==> src/rtl/mux8_rr_arbiter.sv <==
// Round-robin arbiter that owns the select of an 8:1 single-bit mux and grants it to one requester at a time.
// Optional feature: define MUX_ARB_TIMEOUT_EN to force a release after MAX_HOLD busy cycles while others wait.
module mux8_rr_arbiter #(
  parameter int MAX_HOLD = 4
) (
  input  logic       clk,
  input  logic       rst,
  input  logic [7:0] req,
  input  logic [7:0] data_in,
  output logic [7:0] grant,
  output logic [2:0] sel,
  output logic       valid,
  output logic       data_out
);

  typedef enum logic {IDLE, BUSY} state_t;

  localparam logic [3:0] HoldMax = 4'(MAX_HOLD - 1);

  state_t     r_state, w_nextState;
  logic [7:0] r_grant, w_nextGrant;
  logic [2:0] r_sel, w_nextSel;
  logic [2:0] r_ptr, w_nextPtr;
  logic       r_valid, w_nextValid;
  logic [3:0] r_holdCnt, w_nextHoldCnt;

  logic [7:0] w_ownerMask;
  logic [7:0] w_candidates;
  logic [2:0] w_base;
  logic [2:0] w_scanIdx;
  logic [2:0] w_winner;
  logic       w_found;
  logic       w_release;
  logic       w_forced;

  // In BUSY the current owner is never a candidate and the scan starts just after it.
  assign w_ownerMask  = (r_state == BUSY) ? (8'd1 << r_sel) : 8'd0;
  assign w_candidates = req & ~w_ownerMask;
  assign w_base       = (r_state == BUSY) ? (r_sel + 3'd1) : r_ptr;

  // Scan farthest-first so the candidate nearest to w_base overwrites the others.
  always_comb begin
    w_found   = 1'b0;
    w_winner  = 3'd0;
    w_scanIdx = 3'd0;
    for (int k = 7; k >= 0; k--) begin
      w_scanIdx = w_base + 3'(k);
      if (w_candidates[w_scanIdx]) begin
        w_found  = 1'b1;
        w_winner = w_scanIdx;
      end
    end
  end

  assign w_release = (r_state == BUSY) && !req[r_sel];

`ifdef MUX_ARB_TIMEOUT_EN
  assign w_forced = (r_state == BUSY) && req[r_sel] && (r_holdCnt == HoldMax) &&
                    (w_candidates != 8'd0);
`else
  assign w_forced = 1'b0;
`endif

  always_comb begin
    w_nextState   = r_state;
    w_nextGrant   = r_grant;
    w_nextSel     = r_sel;
    w_nextValid   = r_valid;
    w_nextPtr     = r_ptr;
    w_nextHoldCnt = r_holdCnt;
    case (r_state)
      IDLE: begin
        if (w_found) begin
          w_nextState   = BUSY;
          w_nextGrant   = 8'd1 << w_winner;
          w_nextSel     = w_winner;
          w_nextValid   = 1'b1;
          w_nextHoldCnt = 4'd0;
        end
      end
      BUSY: begin
        if (w_release || w_forced) begin
          w_nextPtr = r_sel + 3'd1;
          if (w_found) begin
            w_nextGrant   = 8'd1 << w_winner;
            w_nextSel     = w_winner;
            w_nextHoldCnt = 4'd0;
          end else begin
            w_nextState = IDLE;
            w_nextGrant = 8'd0;
            w_nextValid = 1'b0;
          end
        end else if (r_holdCnt < HoldMax) begin
          w_nextHoldCnt = r_holdCnt + 4'd1;
        end
      end
      default: w_nextState = IDLE;
    endcase
  end

  always_ff @(posedge clk) begin
    if (rst) begin
      r_state   <= IDLE;
      r_grant   <= 8'd0;
      r_sel     <= 3'd0;
      r_valid   <= 1'b0;
      r_ptr     <= 3'd0;
      r_holdCnt <= 4'd0;
    end else begin
      r_state   <= w_nextState;
      r_grant   <= w_nextGrant;
      r_sel     <= w_nextSel;
      r_valid   <= w_nextValid;
      r_ptr     <= w_nextPtr;
      r_holdCnt <= w_nextHoldCnt;
    end
  end

  assign grant    = r_grant;
  assign sel      = r_sel;
  assign valid    = r_valid;
  assign data_out = r_valid ? data_in[r_sel] : 1'b0;

endmodule

==> config.mk <==
export PLATFORM = sky130hd
export DESIGN_NAME = mux8_rr_arbiter
export DESIGN_NICKNAME = d
export VERILOG_FILES = /design/src/rtl/mux8_rr_arbiter.sv
export SDC_FILE = /design/constraint.sdc
export NUM_CORES = 1
export LEC_CHECK = 0
export BUFFER_PORTS_ARGS = -buffer_cell sky130_fd_sc_hd__buf_2
export CAP_MARGIN = 20
export CORE_MARGIN = 2
export CORE_UTILIZATION = 43
export DETAILED_ROUTE_END_ITERATION = 10
export GPL_TIMING_DRIVEN = 0
export MAX_ROUTING_LAYER = met4
export PLACE_DENSITY_LB_ADDON = 0.1
export SYNTH_ARGS = -nofsm -noshare
export SYNTH_HDL_FRONTEND = slang
export SYNTH_SLANG_ARGS = --single-unit
export TNS_END_PERCENT = 100
==> constraint.sdc <==
create_clock -name clk -period 6.48 [get_ports clk]
set_input_delay 1.944 -clock clk [delete_from_list [all_inputs] [get_ports clk]]
set_output_delay 1.944 -clock clk [all_outputs]
set_load 0.01 [all_outputs]
==> out/summary.txt <==
r2r setup slk = 2070 ps
CP dominant cell by count = buf_2
CTS buffer count = 3
worst r2r path cells = 15
ANT nets after route = 0
ANT cells = 0
number of DRC markers in iteration 0 = 308
height of the die = 72.64 um
Post-synth EDFFs = 0
Worst path slowest cell = mux4_2
later-pin clock latency in the skew report = 240 ps
Slew Limit Fails = 0
count of standard-cell rows = 24
fraction of layout cells with a size suffix above 1 = 0.2279
Multi-input gate area = 1563 um^2
cell chain of the critical path = buf_2, mux4_2, nand2_1, a21boi_0, buf_2
fin crit period = 4738 ps
Pwr per Cell Area = 482.0 nW/um^2
FF+latch area = 320.3 um^2
hold depth = 2
largest net degree at the start of global routing = 11
CTS Root Cell = clkbuf_8
syn nets = 286
top post-synthesis cells by count = 29 x nand2_1, 16 x dfxtp_1, 16 x inv_1, 16 x nand3_1, 15 x nor2_1
design area = 2296 um^2
slew of the pin with the lowest slew margin = 731.5 ps
Critical Path RT = 4540 ps
nets = 321
Post-Syn Instances = 260
WL final = 6165 um
mapped cell area = 2026 um^2
CTS tree = yes
post_cts resized = 0
FILL cells = 447
die width = 72.64 um
vias in the first global route = 2197
critical path arrival = 2790 ps
r2r startpoint = sel[0]
#FFs+latches synth = 16
DR WL/cell = 17.82 um
Final setup viols = 0
relative max-transition margin = 0.5119
leading post-synthesis cells by cell area = dfxtp_1 16%, mux4_2 7.8%, nand2_1 5.4%
Ports = 31
H-Tree Level Count = 1
maximum fanout along the worst path = 1
RePlAce Congestion = 0.9741
DP Area = 2241 um^2
Final TNS setup = 0 ps
detailed-route via count = 2254
grt ovf = 0
Overall Global Routing Usage = 0.2544
DRC Markers = 0
Unique masters post-synth = 65
skew final = 2.778 ps
Crit. End Element = output pin
Finished Layout Cells = 346
initial antenna violation count = 0
syn_area_per_cell = 7.791 um^2
Worst Setup EP = data_out
LEAKAGE = 0.9554 nW
RSZ-0062 raised after global routing = false
Bufs on Longest Clock Path = 2
die area = 5276 um^2
Reg-to-Reg End = grant[7]
global-route wire length before repair = 10450 um
max_cap viols = 0
Post-Place Cells = 342
post-synthesis sequential area ratio = 0.1581
WP depth = 5
Buf/Inv on CP = 2
drt pass-1 iters = 5
share of the synthesized area in the top cell type = 0.1581
yosys warns = 0
crit path launch type = input pin
Max Fclk = 211.1 MHz
Area Overhead vs Synth = 13.34%
Sink Count = 16
overall power = 1.107 mW
Synth Flop Type = dfxtp_1
Top Family by Delay on Critical Path = multiplexers
maximum vdd drop = 0.0002870 V
CP peak stage delay = 460 ps
cell with the most instances after synthesis = nand2_1
starting density of the core = 0.4558
outcome = complete, no violations
Synth async-reset ratio = 0
Via density = 6.514
Core ar. = 4444 um^2
HPWL Detailed = 4871 um
Synth area leader = dfxtp_1
Port-buffer cells = 30
Final period util = 0.7311
Critical Path Source = data_in[7]
setup bufs post-CTS = 0
Reg clk slew, reported paths = 60 ps
critical path class = input pin to output pin
Hold Path Class = flop to flop
cts hold-fix bufs = 0
final hold violation count = 0
-- kinds of logic (layout without fill, tap and decap cells) --
logic type | count (synthesis) | after routing | synth area share
flops | 16 | 16 | 0.1581
buf+inv | 30 | 64 | 0.07041
simple gates | 100 | 100 | 0.2656
mux | 14 | 14 | 0.1155
xor+xnor | 3 | 3 | 0.01297
compound gates | 89 | 89 | 0.3280
fa+ha+maj | 8 | 8 | 0.04942
-- worst reg2reg max path: stages, from the launching register on --
cell	delay, ps
dfxtp_1	400
buf_2	290
inv_1	100
ha_1	340
mux2i_2	420
inv_2	200
ha_1	380
inv_1	150
mux4_2	360
buf_6	160
a21oi_1	130
o221ai_1	150
a311oi_1	350
o21ai_1	190
or3b_1	440
o32ai_1	240
-- registers in the layout, indices dropped and copies added (netlist names) --
signal and cells:
r_state 1, valid 1, grant 8, r_ptr 3, sel 3
-- routing by layer --
metal  up-vias  GRT usage  wire length (um)
li1       1073          -                 -
met3        12    0.03177               406
met2       115     0.3980              2841
met1      1054     0.3370              2792
met5         -          -                 0
met4         0    0.09465               125
-- cells in the final DEF, fill, tap and decap left out, drive strengths merged, types with 2 or more instances in the layout --
cell type / instances
a32oi: 3
ha: 8
o221ai: 2
xnor2: 3
o22ai: 3
o2111a: 2
a41oi: 2
nor3: 4
inv: 17
nand3: 16
mux2: 2
mux2i: 5
nand4: 6
clkbuf: 9
nand3b: 5
a21boi: 4
nand2b: 4
a2bb2oi: 2
o21ai: 15
nor2: 16
and3: 3
and2b: 3
a21o: 5
o211ai: 6
and2: 4
dfxtp: 16
buf: 38
o2111ai: 3
o32ai: 11
or2: 4
a211o: 3
a21oi: 14
mux4: 7
a211oi: 3
nand2: 29
-- area by class of cell --
cell class	instances	share of cell area
flip-flops and latches	16	0.1395
repair buffers	30	0.06540
well taps	52	0.02834
clock buffers	4	0.02398
multi-input cells	214	0.6807
plain buffers	13	0.03433
inverters	17	0.02779
-- how the worst min path moves through the flow --
stage,slack (ps),end,startpoint
floorplan,440,r_ptr[2],r_ptr[2]
global placement,450,r_ptr[2],r_ptr[2]
detailed placement,440,grant[1],grant[1]
CTS,460,grant[5],grant[5]
global route,480,grant[3],grant[3]
finish,450,grant[5],grant[5]
-- where the power goes --
part           switching, mW  internal [mW]
Sequential            0.0216          0.128
Clock                 0.0314         0.0538
Combinational          0.540          0.333
Total                  0.593          0.514
-- metrics by stage --
| stage | util | hold WS [ps] | setup WS (ps) |
|---|---|---|---|
| global route | 0.5166 | 479.2 | 1676 |
| detailed placement | 0.5042 | 444.4 | 1735 |
| finish | 0.5166 | 452.5 | 1742 |
| global placement | 0.5042 | 446.9 | 1766 |
| CTS | 0.5166 | 459.9 | 1734 |
| floorplan | - | 436.7 | 1955 |
(Power assumes the default switching activity.)
